<file path="config.mk">
export PLATFORM = sky130hd
export DESIGN_NAME = kmp_prefix_builder_flat
export DESIGN_NICKNAME = d
export VERILOG_FILES = /design/src/rtl/kmp_pkg.sv /design/src/rtl/kmp_prefix_builder_if.sv /design/src/rtl/kmp_pattern_regfile.sv /design/src/rtl/kmp_prefix_builder.sv /design/src/flat_wrapper.sv
export SDC_FILE = /design/constraint.sdc
export NUM_CORES = 1
export LEC_CHECK = 0
export CORE_ASPECT_RATIO = 1.75
export CORE_MARGIN = 10
export CORE_UTILIZATION = 32
export DETAILED_ROUTE_END_ITERATION = 7
export GPL_ROUTABILITY_DRIVEN = 0
export HOLD_SLACK_MARGIN = 0.1
export PLACE_DENSITY = 0.56
export SYNTH_ARGS = -nofsm -noshare
export SYNTH_HDL_FRONTEND = slang
export SYNTH_SLANG_ARGS = --single-unit
</file>
<file path="constraint.sdc">
create_clock -name clk -period 4.5 [get_ports clk]
set_input_delay 0.9 -clock clk [delete_from_list [all_inputs] [get_ports clk]]
set_output_delay 0.9 -clock clk [all_outputs]
set_load 0.05 [all_outputs]
</file>
<file path="src/rtl/kmp_pkg.sv">
// ---------------------------------------------------------------------------
// kmp_pkg
// Shared definitions for the KMP prefix-table builder and its neighbours.
//   PAT_LEN_MAX     : maximum pattern length in characters
//   CHAR_W          : character width in bits
//   IDX_W           : width of length / index fields
//   kmp_pb_state_t  : builder FSM states
//   kmp_state_enc_t : 4-bit state code also used by the matcher's debug port
// ---------------------------------------------------------------------------
package kmp_pkg;

    localparam int PAT_LEN_MAX = 8;
    localparam int CHAR_W      = 8;
    localparam int IDX_W       = $clog2(PAT_LEN_MAX + 1);

    typedef enum logic [1:0] {
        ST_IDLE    = 2'd0,
        ST_LOAD    = 2'd1,
        ST_COMPUTE = 2'd2,
        ST_DONE    = 2'd3
    } kmp_pb_state_t;

    typedef logic [3:0] kmp_state_enc_t;

    // Widens the builder state to the 4-bit code shared with the matcher.
    function automatic kmp_state_enc_t kmpEncodeState(input kmp_pb_state_t s);
        return {2'b00, s};
    endfunction

endpackage

</file>
<file path="src/rtl/kmp_prefix_builder_if.sv">
// ---------------------------------------------------------------------------
// kmp_prefix_builder_if
// Bundles the builder's control, pattern-memory read and table-write signals.
//   start/pat_len        : build request and requested pattern length
//   pat_addr/pat_data    : pattern memory read (data one cycle after address)
//   lps_we/addr/data     : LPS table write port toward the matcher
//   busy/done/table_valid: status
// Modports:
//   slave  : the prefix builder itself
//   master : the surrounding system (requester, pattern memory, table RAM)
// ---------------------------------------------------------------------------
interface kmp_prefix_builder_if #(
    parameter int IDX_W  = kmp_pkg::IDX_W,
    parameter int CHAR_W = kmp_pkg::CHAR_W
);
    logic              start;
    logic [IDX_W-1:0]  pat_len;
    logic [IDX_W-1:0]  pat_addr;
    logic [CHAR_W-1:0] pat_data;
    logic              lps_we;
    logic [IDX_W-1:0]  lps_addr;
    logic [IDX_W-1:0]  lps_data;
    logic              busy;
    logic              done;
    logic              table_valid;

    modport slave (
        input  start, pat_len, pat_data,
        output pat_addr, lps_we, lps_addr, lps_data, busy, done, table_valid
    );

    modport master (
        output start, pat_len, pat_data,
        input  pat_addr, lps_we, lps_addr, lps_data, busy, done, table_valid
    );

endinterface

</file>
<file path="src/rtl/kmp_pattern_regfile.sv">
// ---------------------------------------------------------------------------
// kmp_pattern_regfile
// Local copy of the pattern plus a shadow of the LPS values written so far,
// so the prefix-function fallback never has to read the matcher's table RAM.
//   clk                     : clock
//   i_patWe/Waddr/Wdata     : pattern store write port
//   i_patRaddrA/B, o_patRdataA/B : two combinational pattern reads
//   i_lpsWe/Waddr/Wdata     : LPS shadow write port
//   i_lpsRaddr, o_lpsRdata  : combinational LPS shadow read
// ---------------------------------------------------------------------------
module kmp_pattern_regfile #(
    parameter int PAT_LEN_MAX = kmp_pkg::PAT_LEN_MAX,
    parameter int CHAR_W      = kmp_pkg::CHAR_W,
    parameter int IDX_W       = kmp_pkg::IDX_W,
    parameter int AW          = (PAT_LEN_MAX > 1) ? $clog2(PAT_LEN_MAX) : 1
) (
    input  logic              clk,
    input  logic              i_patWe,
    input  logic [AW-1:0]     i_patWaddr,
    input  logic [CHAR_W-1:0] i_patWdata,
    input  logic [AW-1:0]     i_patRaddrA,
    input  logic [AW-1:0]     i_patRaddrB,
    output logic [CHAR_W-1:0] o_patRdataA,
    output logic [CHAR_W-1:0] o_patRdataB,
    input  logic              i_lpsWe,
    input  logic [AW-1:0]     i_lpsWaddr,
    input  logic [IDX_W-1:0]  i_lpsWdata,
    input  logic [AW-1:0]     i_lpsRaddr,
    output logic [IDX_W-1:0]  o_lpsRdata
);
    import kmp_pkg::*;

    logic [CHAR_W-1:0] r_patMem [PAT_LEN_MAX];
    logic [IDX_W-1:0]  r_lpsMem [PAT_LEN_MAX];

    // Pattern characters arrive one per cycle while the builder is loading.
    // Contents are plain storage, so no reset is applied.
    always_ff @(posedge clk) begin
        if (i_patWe) begin
            r_patMem[i_patWaddr] <= i_patWdata;
        end
    end

    // Every LPS value sent to the matcher is mirrored here so the fallback
    // step can look up lps[len-1] in the same cycle.
    always_ff @(posedge clk) begin
        if (i_lpsWe) begin
            r_lpsMem[i_lpsWaddr] <= i_lpsWdata;
        end
    end

    assign o_patRdataA = r_patMem[i_patRaddrA];
    assign o_patRdataB = r_patMem[i_patRaddrB];
    assign o_lpsRdata  = r_lpsMem[i_lpsRaddr];

endmodule

</file>
<file path="src/rtl/kmp_prefix_builder.sv">
// ---------------------------------------------------------------------------
// kmp_prefix_builder
// Builds the KMP failure (LPS) table for the active pattern: loads the pattern
// from pattern memory, runs the prefix function and streams one LPS entry per
// address, in ascending order, into the matcher's table RAM.
// Ports:
//   clk, rst     : clock, synchronous active-high reset
//   bus (slave)  : start/pat_len request, pattern read, LPS write, status
// Optional build macro KMP_PREFIX_DBG_EN adds:
//   actual_state : 4-bit encoded FSM state
//   build_cycles : cycles from accepted start to done, saturating at 0xFFFF
// ---------------------------------------------------------------------------
module kmp_prefix_builder #(
    parameter int PAT_LEN_MAX = kmp_pkg::PAT_LEN_MAX,
    parameter int CHAR_W      = kmp_pkg::CHAR_W,
    parameter int IDX_W       = $clog2(PAT_LEN_MAX + 1)
) (
    input  logic                  clk,
    input  logic                  rst,
    kmp_prefix_builder_if.slave   bus
`ifdef KMP_PREFIX_DBG_EN
    ,
    output logic [3:0]            actual_state,
    output logic [15:0]           build_cycles
`endif
);
    import kmp_pkg::*;

    localparam int               AW      = (PAT_LEN_MAX > 1) ? $clog2(PAT_LEN_MAX) : 1;
    localparam logic [IDX_W-1:0] MAX_LEN = IDX_W'(PAT_LEN_MAX);
    localparam logic [IDX_W-1:0] ONE     = IDX_W'(1);

    kmp_pb_state_t     r_state;
    logic [IDX_W-1:0]  r_m;
    logic [IDX_W-1:0]  r_patAddr;
    logic              r_issuing;
    logic              r_capValid;
    logic [IDX_W-1:0]  r_capIdx;
    logic [IDX_W-1:0]  r_i;
    logic [IDX_W-1:0]  r_len;
    logic              r_first;
    logic              r_lpsWe;
    logic [IDX_W-1:0]  r_lpsAddr;
    logic [IDX_W-1:0]  r_lpsData;
    logic              r_busy;
    logic              r_done;
    logic              r_tableValid;

    logic [IDX_W-1:0]  w_mClamped;
    logic [CHAR_W-1:0] w_patI;
    logic [CHAR_W-1:0] w_patLen;
    logic [IDX_W-1:0]  w_lpsPrev;
    logic              w_capWe;
    logic              w_stepWe;
    logic [IDX_W-1:0]  w_stepAddr;
    logic [IDX_W-1:0]  w_stepData;
    logic [IDX_W-1:0]  w_nextI;
    logic              w_tableDone;

    assign w_mClamped = (bus.pat_len > MAX_LEN) ? MAX_LEN : bus.pat_len;
    assign w_capWe    = (r_state == ST_LOAD) && r_capValid;

    kmp_pattern_regfile #(
        .PAT_LEN_MAX (PAT_LEN_MAX),
        .CHAR_W      (CHAR_W),
        .IDX_W       (IDX_W),
        .AW          (AW)
    ) u_regfile (
        .clk         (clk),
        .i_patWe     (w_capWe),
        .i_patWaddr  (AW'(r_capIdx)),
        .i_patWdata  (bus.pat_data),
        .i_patRaddrA (AW'(r_i)),
        .i_patRaddrB (AW'(r_len)),
        .o_patRdataA (w_patI),
        .o_patRdataB (w_patLen),
        .i_lpsWe     (w_stepWe),
        .i_lpsWaddr  (AW'(w_stepAddr)),
        .i_lpsWdata  (w_stepData),
        .i_lpsRaddr  (AW'(r_len - ONE)),
        .o_lpsRdata  (w_lpsPrev)
    );

    // One prefix-function step per COMPUTE cycle. The very first cycle only
    // emits lps[0]=0; afterwards a match extends len, a mismatch with len=0
    // emits 0, and a mismatch with len>0 falls back without writing. The
    // same decision drives both the shadow copy and the outgoing write.
    always_comb begin
        w_stepWe    = 1'b0;
        w_stepAddr  = r_i;
        w_stepData  = '0;
        w_nextI     = r_i + ONE;
        w_tableDone = 1'b0;
        if (r_state == ST_COMPUTE) begin
            if (r_first) begin
                w_stepWe    = 1'b1;
                w_stepAddr  = '0;
                w_tableDone = (r_m == ONE);
            end else if (w_patI == w_patLen) begin
                w_stepWe    = 1'b1;
                w_stepData  = r_len + ONE;
                w_tableDone = (w_nextI == r_m);
            end else if (r_len == '0) begin
                w_stepWe    = 1'b1;
                w_tableDone = (w_nextI == r_m);
            end
        end
    end

    // Main control FSM. LOAD keeps a one-deep pipeline (address issued this
    // cycle, captured two edges later) because pattern memory answers one
    // cycle after the address. start is only looked at in IDLE, so repeated
    // requests while busy simply fall on the floor.
    always_ff @(posedge clk) begin
        if (rst) begin
            r_state      <= ST_IDLE;
            r_m          <= '0;
            r_patAddr    <= '0;
            r_issuing    <= 1'b0;
            r_capValid   <= 1'b0;
            r_capIdx     <= '0;
            r_i          <= ONE;
            r_len        <= '0;
            r_first      <= 1'b0;
            r_lpsWe      <= 1'b0;
            r_lpsAddr    <= '0;
            r_lpsData    <= '0;
            r_busy       <= 1'b0;
            r_done       <= 1'b0;
            r_tableValid <= 1'b0;
        end else begin
            r_lpsWe <= 1'b0;
            r_done  <= 1'b0;
            case (r_state)
                ST_IDLE: begin
                    if (bus.start) begin
                        r_m        <= w_mClamped;
                        r_busy     <= 1'b1;
                        r_patAddr  <= '0;
                        r_issuing  <= 1'b1;
                        r_capValid <= 1'b0;
                        r_i        <= ONE;
                        r_len      <= '0;
                        r_first    <= 1'b1;
                        if (w_mClamped == '0) begin
                            r_state <= ST_DONE;
                        end else begin
                            r_state      <= ST_LOAD;
                            r_tableValid <= 1'b0;
                        end
                    end
                end
                ST_LOAD: begin
                    r_capValid <= r_issuing;
                    r_capIdx   <= r_patAddr;
                    if (r_issuing) begin
                        if (r_patAddr == r_m - ONE) begin
                            r_issuing <= 1'b0;
                        end else begin
                            r_patAddr <= r_patAddr + ONE;
                        end
                    end
                    if (r_capValid && (r_capIdx == r_m - ONE)) begin
                        r_state <= ST_COMPUTE;
                    end
                end
                ST_COMPUTE: begin
                    r_first <= 1'b0;
                    if (w_stepWe) begin
                        r_lpsWe   <= 1'b1;
                        r_lpsAddr <= w_stepAddr;
                        r_lpsData <= w_stepData;
                    end
                    if (!r_first) begin
                        if (w_stepWe) begin
                            r_i   <= w_nextI;
                            r_len <= w_stepData;
                        end else begin
                            r_len <= w_lpsPrev;
                        end
                    end
                    if (w_tableDone) begin
                        r_state <= ST_DONE;
                    end
                end
                ST_DONE: begin
                    r_done       <= 1'b1;
                    r_busy       <= 1'b0;
                    r_tableValid <= 1'b1;
                    r_state      <= ST_IDLE;
                end
                default: begin
                    r_state <= ST_IDLE;
                end
            endcase
        end
    end

    assign bus.pat_addr    = r_patAddr;
    assign bus.lps_we      = r_lpsWe;
    assign bus.lps_addr    = r_lpsAddr;
    assign bus.lps_data    = r_lpsData;
    assign bus.busy        = r_busy;
    assign bus.done        = r_done;
    assign bus.table_valid = r_tableValid;

`ifdef KMP_PREFIX_DBG_EN
    logic [15:0] r_buildCycles;

    // Build-time counter for bring-up: cleared when a start is accepted,
    // counts every busy cycle, then holds until the next start.
    always_ff @(posedge clk) begin
        if (rst) begin
            r_buildCycles <= '0;
        end else if ((r_state == ST_IDLE) && bus.start) begin
            r_buildCycles <= '0;
        end else if (r_busy && (r_buildCycles != 16'hFFFF)) begin
            r_buildCycles <= r_buildCycles + 16'd1;
        end
    end

    assign build_cycles = r_buildCycles;
    assign actual_state = kmpEncodeState(r_state);
`endif

endmodule

</file>
<file path="src/flat_wrapper.sv">
// flat-port wrapper written by rule: the top's interface ports become plain ports
module kmp_prefix_builder_flat import kmp_pkg::*;
#(
    parameter int PAT_LEN_MAX = kmp_pkg::PAT_LEN_MAX,
    parameter int CHAR_W      = kmp_pkg::CHAR_W,
    parameter int IDX_W       = $clog2(PAT_LEN_MAX + 1)
)
  (clk, rst, bus_start, bus_pat_len, bus_pat_data, bus_pat_addr, bus_lps_we, bus_lps_addr, bus_lps_data, bus_busy, bus_done, bus_table_valid);
  kmp_prefix_builder_if #(.IDX_W(IDX_W), .CHAR_W(CHAR_W)) bus_i ();
  input  logic clk;
  input  logic rst;
  input wire logic [$bits(bus_i.start)-1:0] bus_start;
  input wire logic [$bits(bus_i.pat_len)-1:0] bus_pat_len;
  input wire logic [$bits(bus_i.pat_data)-1:0] bus_pat_data;
  output wire logic [$bits(bus_i.pat_addr)-1:0] bus_pat_addr;
  output wire logic [$bits(bus_i.lps_we)-1:0] bus_lps_we;
  output wire logic [$bits(bus_i.lps_addr)-1:0] bus_lps_addr;
  output wire logic [$bits(bus_i.lps_data)-1:0] bus_lps_data;
  output wire logic [$bits(bus_i.busy)-1:0] bus_busy;
  output wire logic [$bits(bus_i.done)-1:0] bus_done;
  output wire logic [$bits(bus_i.table_valid)-1:0] bus_table_valid;
  assign bus_i.start = bus_start;
  assign bus_i.pat_len = bus_pat_len;
  assign bus_i.pat_data = bus_pat_data;
  assign bus_pat_addr = bus_i.pat_addr;
  assign bus_lps_we = bus_i.lps_we;
  assign bus_lps_addr = bus_i.lps_addr;
  assign bus_lps_data = bus_i.lps_data;
  assign bus_busy = bus_i.busy;
  assign bus_done = bus_i.done;
  assign bus_table_valid = bus_i.table_valid;
  kmp_prefix_builder #(.PAT_LEN_MAX(PAT_LEN_MAX), .CHAR_W(CHAR_W), .IDX_W(IDX_W)) u_core (.clk(clk), .rst(rst), .bus(bus_i));
endmodule
</file>
# Yosys cells after proc, flatten, opt, wreduce, memory -nomap -nowiden
# Memories as Yosys holds them, arrays and structs flattened. A register that Yosys moved wholly into a read port is not among the register bits.
# Cells that the tools add are included.
# op_classes
n_addsub,5
n_lt_le_gt_ge,1
n_eq_ne,16
n_mux,50
n_bitwise,1
n_reduce_logical,19
# ops
operator,n
$mux 4,14
$pmux 4 s2,3
$mux 1,19
$add 4x1->4 const B,3
$eq 4x4->1,3
$mux 3,4
$ne 2x2->1 const B,6
$pmux 1 s2,5
$reduce_and 2->1,5
$reduce_and 3->1,3
$eq 8x8->1,1
$logic_not 4->1,2
$mux 2,4
$pmux 2 s4,1
$reduce_and 4->1,2
$reduce_bool 2->1,3
$eq 2x2->1 const B,2
$eq 4x1->1 const B,1
$gt 4x4->1 const B,1
$ne 2x1->1 const B,2
$sub 4x1->4 const B,1
$sub 3x1->3 const B,1
$eq 2x1->1 const B,1
$logic_and 1x1->1,2
other kinds (3),3
# totals
register_bits,37
ram_bits,96
in_bits,15
output_inout_bits,16
elab_cells,109
mem_count,2
# memory_table
name,depth,word_bits,read_ports,rd_clocked_by_memory_dff,write_ports,line_no,rtl
u_core.u_regfile.r_patMem,8,8,2,2,1,kmp_pattern_regfile.sv:33,logic [CHAR_W-1:0] r_patMem [PAT_LEN_MAX];
u_core.u_regfile.r_lpsMem,8,4,1,0,1,kmp_pattern_regfile.sv:34,logic [IDX_W-1:0] r_lpsMem [PAT_LEN_MAX];

# Logic depth before layout (Yosys ltp)
# Gate-level depths: netlist (run 1).
# depth
word_depth,10
mapped_depth,10
mapped_depth_nobuf,9

# Hierarchy
# From an unflattened synthesis (run 1), not the netlist that was laid out.
# hier_totals
cells_unflattened,461
area_unflattened_um2,6590.1
# by_module_without_submodules
mod,instances,cells_each,area_each_um2,seq_area_each_um2
kmp_pattern_regfile,1,194,4331.7,2882.8
kmp_prefix_builder,1,267,2258.4,740.7

# Least setup slack after synthesis (run 1)
# Ideal clock, no wire load.
# synth_path
path_kind,register to register
start,register (tool-made name)
end,memory u_core.u_regfile.r_lpsMem[2][0] in the netlist's numbering (enable)
setup_ns,0.377
arrival_time_ns,2.519
t_required_ns,4.123
setup_slack_ns,1.604
stages_incl_launch_ff,9
path_buffers,2
synth_period_minus_slack_ns,2.896
path_cell_list,dfxtp_1 > buf_6 > buf_12 > mux4_2 > mux2i_1 > xor2_1 > nor4_4 > a21oi_4 > nor4_1
# synth_rtl
item,line_no
"end, declared",kmp_pattern_regfile.sv:34

==> results of run 1 <==
## report_power, final
part	switching (uW)	leakage (uW)	internal (uW)
sequential	104	0.00121	1420
clock	559	0.000280	829
combinational	372	0.000973	272
## logic make-up after synthesis
family          Yosys count  share of synthesized area [%]
flops                   139                           57.5
simple gates            104                           8.66
compound gates           65                           6.72
mux                      65                           17.9
buf+inv                  38                           3.19
xor+xnor                 29                           4.13
fa+ha+maj                10                           1.92
## critical path, cell delays in order (launching register included)
cell      delay, ns
dfxtp_1        0.81
buf_4          0.28
mux4_2         0.50
mux2i_1        0.18
xor2_1         0.15
or4_4          0.47
o21ai_2        0.21
nand3b_1       0.10
a21oi_1        0.44
## synth_stat cells (3+ instances only)
library cell | count | area (um^2)
a21oi_1 | 24 | 120
a221o_1 | 3 | 30.0
a32o_1 | 3 | 30.0
buf_1 | 5 | 18.8
buf_2 | 3 | 15.0
buf_4 | 5 | 37.5
clkbuf_1 | 8 | 30.0
dfxtp_1 | 43 | 861
edfxtp_1 | 96 | 2880
ha_1 | 10 | 125
inv_1 | 12 | 45.0
mux2i_1 | 25 | 250
mux4_1 | 4 | 105
mux4_2 | 36 | 811
nand2_1 | 15 | 56.3
nand2b_1 | 4 | 25.0
nand3_1 | 10 | 50.1
nand3b_1 | 4 | 30.0
nand4_1 | 4 | 25.0
nor2_1 | 32 | 120
nor2b_1 | 4 | 25.0
nor3_1 | 9 | 45.0
nor3b_1 | 3 | 22.5
nor4_1 | 9 | 56.3
o21ai_0 | 18 | 90.1
xnor2_1 | 11 | 96.3
xor2_1 | 17 | 149
## metrics by stage
| stage | hold slack (ns) | util, % |
|---|---|---|
| floorplan | 0.468 | - |
| global placement | 0.494 | 34.8 |
| detailed placement | 0.495 | 34.8 |
| CTS | 0.503 | 37.7 |
| global route | 0.530 | 37.7 |
| finish | 0.506 | 37.7 |
## worst paths after layout
kind / from / depth (start not counted) / endpoint / slack (ns)
min reg2reg: u_core.bus.lps_addr[1]$_SDFFE_PP0P_ / 2 / u_core.bus.lps_addr[1]$_SDFFE_PP0P_ / 0.51
min: u_core.bus.lps_addr[1]$_SDFFE_PP0P_ / 2 / u_core.bus.lps_addr[1]$_SDFFE_PP0P_ / 0.51
max: register / 8 / u_core.u_regfile.r_lpsMem[0][0]$_DFFE_PP_ / 1.00
max reg2reg: register / 8 / u_core.u_regfile.r_lpsMem[0][0]$_DFFE_PP_ / 1.00
## per-layer routing
layer	GRT usage [%]	up-vias	routed length, um
met3	2.74	16	412
met2	22.0	66	8740
met5	0	-	0
met4	5.30	0	313
met1	12.4	1997	6050
li1	-	1813	-
## cell usage in the layout (no fill, tap or decap), types with 2 or more instances in the layout
| cell type | instances |
|---|---|
| edfxtp_1 | 96 |
| dfxtp_1 | 43 |
| mux4_2 | 36 |
| nor2_1 | 32 |
| clkdlybuf4s50_1 | 30 |
| mux2i_1 | 25 |
| a21oi_1 | 24 |
| o21ai_0 | 18 |
| xor2_1 | 17 |
| clkbuf_16 | 17 |
| nand2_1 | 15 |
| inv_1 | 12 |
| xnor2_1 | 11 |
| nand3_1 | 10 |
| ha_1 | 10 |
| nor4_1 | 9 |
| nor3_1 | 7 |
| buf_4 | 7 |
| inv_6 | 5 |
| mux4_1 | 4 |
| nand4_1 | 4 |
| nand2b_1 | 4 |
| nand3b_1 | 4 |
| nor2b_1 | 4 |
| a221o_1 | 3 |
| a32o_1 | 3 |
| nor3b_1 | 3 |
| clkinvlp_4 | 3 |
| nor4_4 | 2 |
| or4_4 | 2 |
| or3_1 | 2 |
| nor3_2 | 2 |
| o21a_1 | 2 |
| a31oi_1 | 2 |
| a21o_1 | 2 |
| bufinv_16 | 2 |
| clkinv_4 | 2 |
## layout make-up
type,count,share of cell area (%)
Sequential cell,139,49.1
Multi-Input combinational cell,273,33.8
Clock buffer,18,5.63
Timing Repair Buffer,37,4.63
Tap cell,248,4.07
Clock inverter,14,2.10
Inverter,13,0.641
==> out/qor.yml, run 1 <==
yosys:
  synth_cell_types: 53
  synth_nets: 475
  avgSynthCellArea_um2: 14.5
  synth_edf_count: 96
  syn_inst: 450
  yosysWarnings: 0
  synth_seq_area_share_pct: 57.5
  ys_seq_elements: 139
  synthesis.area_um2: 6510
  synth_ff_type: "edfxtp_1"
  async_flop_share_pct: 0
power_and_ir_drop:
  p_per_area_nw_per_um2: 467
  total_power_uw: 3560
  peakVddDrop_mv: 0.246
  p_leak_uw: 0.00246
floorplanning:
  initial_core_util_pct: 32.2
  die_w_um: 128
  row_count: 69
  die_h_um: 209
  io_pins: 31
  coreArea_um2: 20200
  dieArea_um2: 26700
sta:
  worstMarginPinSlew_ns: 1.15
  fin_crit_ns: 3.50
  rsz0062_at_grt: "no"
  hold_viol: 0
  fmax_mhz: 286
  timing.final.ws_setup_ns: 1.00
  skew_ns: 0.00832
  finalSetupViolCount: 0
  slew_headroom_pct: 23.2
  tns_ns: 0
  finalCritPeriodShare_pct: 77.8
  slew_viol_final: 0
status:
  status: "finished, final reports clean"
finish:
  stdcell_area_um2: 7620
  fin_cells: 742
  regArea_um2: 3740
  diodes: 0
  finalNetCount: 506
  top_register: "u_core.u_regfile.r_patMem"
  area_growth_pct: 16.9
  reg_top3: "u_core.u_regfile.r_patMem (64), u_core.u_regfile.r_lpsMem (32)"
  multi_input_area_um2: 2570
  n_fill_cell: 1913
  largest_reg_flops: 64
  drive_above_1_share_pct: 17.8
setup_path:
  cp_data_required_time_ns: 4.55
  arrival_ns: 3.55
  cp-start-kind: "register"
  endpoint_kind: "register"
  cp_max_fo: 11
  crit_type: "register to register"
route:
  firstDrtPassIters: 4
  via_count: 3892
  drc: 0
  postRouteAntennaNets: 0
  drt_iter0_drc: 282
  viasPerCell: 5.25
  wl_per_cell_um: 20.9
  routed_wl_um: 15500
placed_design:
  place_ws_ns: 0.961
  place_area_um2: 7030
  placedCellCount: 710
  hpwl_um: 11400
  port_buffers: 30
grt:
  grt_first_pass_wirelength_um: 24300
  grt_max_degree: 17
  grt_pass1_vias: 4192
  track_usage_pct: 11.9
  grt_remaining_overflow: 0
  antenna_found_initial: 0
clocking:
  post_cts_buffers: 0
  cts_tree: "built"
  hold_buffers: 0
  clockBufferDepth: 2
  clock-sinks: 139
  worstSkewPairLatency_ns: 0.42
  cts.reportedPaths.clkPinSlew_ns: 0.06
  postCtsResizedCells: 0
  cts_buffers: 17
  htreeDepth: 4
  cts_root_buf: "clkbuf_16"
run:
  maxCapViolCount: 0
hold_path:
  hp-class: "register to register"
No activity file was read; power rests on OpenSTA's default activity.
==> run 2: changes to the inputs <==
clock period = 3.4 ns   (was 4.5 ns; I/O delays follow)
==> run 2 against run 1 <==
Core utilization increased by 0.61 points. Routed wire length increased by 1.1%. Non-clock buffer count increased by 19. Clock skew increased by 0.0032 ns. Final cell count increased by 2.6%. Power increased by 30%. Register-to-register slack got worse by 0.84 ns. Sequential share of layout area decreased by 0.78 points. Global-route usage increased by 0.067 points. Worst hold slack got worse by 0.0048 ns. Critical endpoint is now u_core.u_regfile.r_lpsMem[5][2]$_DFFE_PP_. Largest power group unchanged.
==> out/qor.yml, run 2 (synthesis gave the netlist of run 1 again) <==
status:
  status: "finished, final reports clean"
setup_path:
  cp_data_required_time_ns: 3.48  # -1.07 ns
  crit_type: "register to register"
  r2r_slack_ns: 0.17  # -0.84 ns
  cp-start-kind: "register"
  endpoint_kind: "register"
  cp_max_fo: 16  # +5
  arrival_ns: 3.32  # -0.23 ns
grt:
  antenna_found_initial: 0  # unchanged
  track_usage_pct: 12.0  # +0.067 points
  grt_first_pass_wirelength_um: 24400  # +0.34%
  grt_max_degree: 29  # +12
  grt_remaining_overflow: 0  # unchanged
  grt_pass1_vias: 4274  # +2.0%
floorplanning:
  row_count: 69  # unchanged
  io_pins: 31  # unchanged
  coreArea_um2: 20200  # unchanged
  die_w_um: 128  # unchanged
  dieArea_um2: 26700  # unchanged
  initial_core_util_pct: 32.2  # unchanged
  die_h_um: 209  # unchanged
route:
  via_count: 3980  # +2.3%
  firstDrtPassIters: 4  # unchanged
  wl_per_cell_um: 20.6  # -1.5%
  postRouteAntennaNets: 0  # unchanged
  routed_wl_um: 15700  # +1.1%
  drc: 0  # unchanged
  drt_iter0_drc: 223  # -21%
  viasPerCell: 5.23  # -0.29%
sta:
  fin_crit_ns: 3.23  # -0.264 ns
  finalSetupViolCount: 0  # unchanged
  rsz0062_at_grt: "yes"
  fmax_mhz: 309  # +8.2%
  slew_headroom_pct: 58.6  # +35 points
  skew_ns: 0.0115  # +0.00322 ns
  slew_viol_final: 0  # unchanged
  finalCritPeriodShare_pct: 95.1  # +17 points
  tns_ns: 0  # unchanged
  worstMarginPinSlew_ns: 0.621  # -0.527 ns
  hold_viol: 0  # unchanged
hold_path:
  hp-class: "register to register"
  worstHoldStart: "u_core.r_i[3]$_SDFFE_PP0P_"
finish:
  drive_above_1_share_pct: 20.7  # +2.8 points
  fin_cells: 761  # +2.6%
  area_growth_pct: 18.8
  largest_reg_flops: 64  # unchanged
  finalNetCount: 525  # +3.8%
  layout_common_cells: "edfxtp_1, dfxtp_1, mux4_2, nor2_1, clkdlybuf4s50_1"
  diodes: 0  # unchanged
  reg_top3: "u_core.u_regfile.r_patMem (64), u_core.u_regfile.r_lpsMem (32)"
  top_register: "u_core.u_regfile.r_patMem"
  layout_commonest_cell: "edfxtp_1"
clocking:
  worstSkewPairLatency_ns: 0.42  # about the same
  cts_tree: "built"
  htreeDepth: 4  # unchanged
  clock-sinks: 139  # unchanged
  cts.reportedPaths.clkPinSlew_ns: 0.06  # about the same
  cts_root_buf: "clkbuf_16"
  clockBufferDepth: 2  # unchanged
  postCtsResizedCells: 0  # unchanged
  cts_buffers: 17  # unchanged
  hold_buffers: 0  # unchanged
power_and_ir_drop:
  p_per_area_nw_per_um2: 598  # +28%
  p_leak_uw: 0.00256  # +3.8%
  peakVddDrop_mv: 0.370  # +51%
placed_design:
  placedCellCount: 729  # +2.7%
  port_buffers: 30  # unchanged
  hpwl_um: 11500  # +1.3%
run:
  maxCapViolCount: 0  # unchanged
## run 2: cell types whose count changed in the layout (fill, tap and decap cells not counted), sizes merged
cell and change:
buf +19, bufinv -2, clkinv +2, clkbuf -1, inv +1
## run 2: routing by layer
layer,share of wire (%),vias to the layer above,track usage [%]
li1,-,1846,-
met1,37,2013,12.1
met2,56,95,22.1
met3,3.8,26,3.02
met4,3.0,0,5.92
met5,0,-,0
## run 2: stage by stage
step	power [uW]	util [%]	worst slack [ns]	hold WS (ns)	cell area, um^2
final	4630	38.3	0.165	0.501	7740
after global routing	4860	38.3	-0.00401	0.533	7740
after CTS	4690	38.3	0.123	0.498	7740
after detailed placement	2960	35.6	0.132	0.490	7190
after global placement	2940	35.6	0.223	0.475	7190
after floorplan	2700	-	0.504	0.468	6510
## run 2: critical path: stages, from the launching register on
cell	delay [ns]
dfxtp_1	0.35
buf_12	0.19
mux4_1	0.56
mux2i_1	0.19
xor2_1	0.14
or4_4	0.58
o21ai_2	0.32
nand3_2	0.20
nor2_1	0.35
## run 2: report_power, final
| group | switching [uW] | internal [uW] | total (uW) |
|---|---|---|---|
| Clock | 760 | 955 | 1710 |
| Combinational | 539 | 396 | 934 |
| Sequential | 102 | 1880 | 1980 |
## run 2: path summary, 6_finish.rpt
| path | depth (start not counted) | endpoint |
|---|---|---|
| worst min register to register | 2 | u_core.bus.lps_addr[3]$_SDFFE_PP0P_ |
| worst max register to register | 8 | u_core.u_regfile.r_lpsMem[5][2]$_DFFE_PP_ |
| worst max-delay path | 8 | u_core.u_regfile.r_lpsMem[5][2]$_DFFE_PP_ |
| worst min-delay path | 2 | u_core.bus.lps_addr[3]$_SDFFE_PP0P_ |
## run 2: cell type report
class	count	area, um^2
clock inverters	15	129
clock buffers	17	425
inverters	13	48.8
multi-input cells	273	2560
repair buffers	56	520
fillers	1938	12500
flip-flops and latches	139	3740
well taps	248	310
## run 2: timing repair
item | in CTS | in global routing
endpoints found under the hold margin | 0 | 0
setup endpoints to repair | 0 | 4
buffers inserted | 0 | 0
==> run 3: changes to the inputs <==
CELL_PAD_IN_SITES_DETAIL_PLACEMENT = 0   (was unset)
CELL_PAD_IN_SITES_GLOBAL_PLACEMENT = 2   (was unset)
PLACE_DENSITY = 0.69   (was 0.56)
==> run 3 against run 2 <==
Via count down 1.1%. Global-route usage rose by 0.18 points. First-iteration DRC count fell by 6.3%. Worst setup slack better by 0.10 ns. Clock power rose by 9%. Largest power group unchanged. Design area up 0.57%. Largest cell class unchanged. Maximum frequency rose by 3.3%. Clock-buffer cell count stayed put. Final cell count did not move. Die area stayed put. Sequential power hardly changed. Non-clock buffer count stayed put.
==> out/qor.yml, run 3 (synthesis gave the netlist of run 1 again) <==
setup_path:
  crit_buf_inv: 1  # unchanged
  rr_worst_depth: 8  # unchanged
  max_stage_delay_ns: 0.58  # about the same
  cp_top_family: "simple AND/OR/NAND/NOR gates"
  endpoint_kind: "register"
  crit_type: "register to register"
  slowest_stage: "or4_4"
  cp_max_fo: 16  # unchanged
  reg2reg_to: "u_core.u_regfile.r_lpsMem[7][1]$_DFFE_PP_"
  cp-start-kind: "register"
  cp_data_required_time_ns: 3.47  # about the same
  r2r_slack_ns: 0.27  # +0.10 ns
  cp_cell_sequence: "buf_12 -> mux4_1 -> mux2i_1 -> xor2_1 -> or4_4 -> o21ai_2 -> nand3_2 -> nor2_1"
  crit_end: "u_core.u_regfile.r_lpsMem[7][1]$_DFFE_PP_"
  crit_cells: 8  # unchanged
  arrival_ns: 3.20  # -0.12 ns
finish:
  largest_reg_flops: 64  # unchanged
  n_fill_cell: 1946  # +0.41%
  diodes: 0  # unchanged
  reg_top3: "u_core.u_regfile.r_patMem (64), u_core.u_regfile.r_lpsMem (32)"
  layout_commonest_cell: "edfxtp_1"
  top_register: "u_core.u_regfile.r_patMem"
  stdcell_area_um2: 7780  # +0.57%
  finalNetCount: 525  # unchanged
  layout_common_cells: "edfxtp_1, dfxtp_1, mux4_2, nor2_1, clkdlybuf4s50_1"
  multi_input_area_um2: 2560  # unchanged
  regArea_um2: 3740  # unchanged
  area_growth_pct: 19.5
  drive_above_1_share_pct: 20.5  # -0.19 points
sta:
  finalSetupViolCount: 0  # unchanged
  tns_ns: 0  # unchanged
  slew_headroom_pct: 36.2  # -22 points
  timing.final.ws_setup_ns: 0.269  # +0.104 ns
  hold_viol: 0  # unchanged
  rsz0062_at_grt: "no"
  worstMarginPinSlew_ns: 0.953  # +0.331 ns
  fmax_mhz: 319  # +3.3%
  slew_viol_final: 0  # unchanged
  skew_ns: 0.0149  # +0.00339 ns
  fin_crit_ns: 3.13  # -0.104 ns
  finalCritPeriodShare_pct: 92.1  # -3.0 points
hold_path:
  hp-class: "register to register"
placed_design:
  hpwl_um: 11400  # -0.63%
  port_buffers: 30  # unchanged
  place_area_um2: 7190  # unchanged
  place_ws_ns: 0.279  # +0.147 ns
route:
  wl_per_cell_um: 20.8  # +0.92%
  drt_iter0_drc: 209  # -6.3%
  drc: 0  # unchanged
  via_count: 3935  # -1.1%
  routed_wl_um: 15800  # +0.92%
  firstDrtPassIters: 4  # unchanged
  postRouteAntennaNets: 0  # unchanged
  viasPerCell: 5.17  # -1.1%
grt:
  grt_pass1_vias: 4312  # +0.89%
  grt_max_degree: 29  # unchanged
  antenna_found_initial: 0  # unchanged
  grt_remaining_overflow: 0  # unchanged
  grt_first_pass_wirelength_um: 24700  # +1.4%
  track_usage_pct: 12.2  # +0.18 points
clocking:
  htreeDepth: 4  # unchanged
  hold_buffers: 0  # unchanged
  post_cts_buffers: 0  # unchanged
  cts_tree: "built"
  postCtsResizedCells: 0  # unchanged
  clock-sinks: 139  # unchanged
  cts.reportedPaths.clkPinSlew_ns: 0.06  # about the same
  worstSkewPairLatency_ns: 0.42  # about the same
  cts_buffers: 17  # unchanged
  clockBufferDepth: 2  # unchanged
  cts_root_buf: "clkbuf_16"
floorplanning:
  dieArea_um2: 26700  # unchanged
  row_count: 69  # unchanged
  coreArea_um2: 20200  # unchanged
  initial_core_util_pct: 32.2  # unchanged
  io_pins: 31  # unchanged
  die_h_um: 209  # unchanged
  die_w_um: 128  # unchanged
power_and_ir_drop:
  p_leak_uw: 0.00257  # +0.39%
  peakVddDrop_mv: 0.347  # -6.1%
  p_per_area_nw_per_um2: 614  # +2.7%
status:
  status: "finished, final reports clean"
run:
  maxCapViolCount: 0  # unchanged
-- run 3: cell types whose count changed in the layout (fill, tap and decap cells not counted), sizes merged --
cell	delta
clkinv	-1
inv	-5
clkinvlp	+3
bufinv	+3
-- run 3: metal layers --
metal / GRT usage (%) / share of wire (%) / vias up
met5: 0 / 0 / -
met2: 23.1 / 58 / 69
met3: 2.86 / 3.8 / 16
met1: 12.1 / 36 / 2001
li1: - / - / 1849
met4: 5.18 / 1.9 / 0
-- run 3: worst reg2reg max path, cell delays in order (launching register included) --
cell	delay, ns
dfxtp_1	0.35
buf_12	0.19
mux4_1	0.58
mux2i_1	0.18
xor2_1	0.13
or4_4	0.58
o21ai_2	0.24
nand3_2	0.18
nor2_1	0.36
-- run 3: report_power, final --
group,switching [uW],internal (uW),leakage (uW)
clock,712,1150,0.000275
sequential,98.6,1880,0.00121
combinational,542,399,0.00108
-- run 3: cell type report --
class | instances | area share [%]
Inverter | 13 | 0.627
Clock inverter | 15 | 2.22
Clock buffer | 17 | 5.47
Sequential cell | 139 | 48.1
Timing Repair Buffer | 56 | 6.69
Tap cell | 248 | 3.99
Multi-Input combinational cell | 273 | 32.9
-- run 3: worst min-delay path by stage --
stage / from / endpoint / slack (ns) / cells past startpoint
global route: u_core.bus.lps_data[2]$_SDFFE_PP0P_ / u_core.bus.lps_data[2]$_SDFFE_PP0P_ / 0.53 / 2
CTS: u_core.bus.lps_data[2]$_SDFFE_PP0P_ / u_core.bus.lps_data[2]$_SDFFE_PP0P_ / 0.48 / 2
floorplan: u_core.r_i[3]$_SDFFE_PP0P_ / u_core.bus.lps_addr[3]$_SDFFE_PP0P_ / 0.47 / 2
global placement: u_core.bus.lps_data[0]$_SDFFE_PP0P_ / u_core.bus.lps_data[0]$_SDFFE_PP0P_ / 0.47 / 2
finish: u_core.bus.lps_data[2]$_SDFFE_PP0P_ / u_core.bus.lps_data[2]$_SDFFE_PP0P_ / 0.48 / 2
detailed placement: u_core.bus.lps_data[2]$_SDFFE_PP0P_ / u_core.bus.lps_data[2]$_SDFFE_PP0P_ / 0.47 / 2
-- run 3: per-stage QoR --
step | util (%) | total power, uW | instances | hold WS [ns]
2_1_floorplan | - | 2700 | 450 | 0.468
3_3_place_gp | 35.6 | 2960 | 729 | 0.472
3_5_place_dp | 35.6 | 2970 | 729 | 0.473
4_1_cts | 38.5 | 4840 | 761 | 0.480
5_1_grt | 38.5 | 5000 | 761 | 0.528
6_report | 38.5 | 4780 | 761 | 0.481
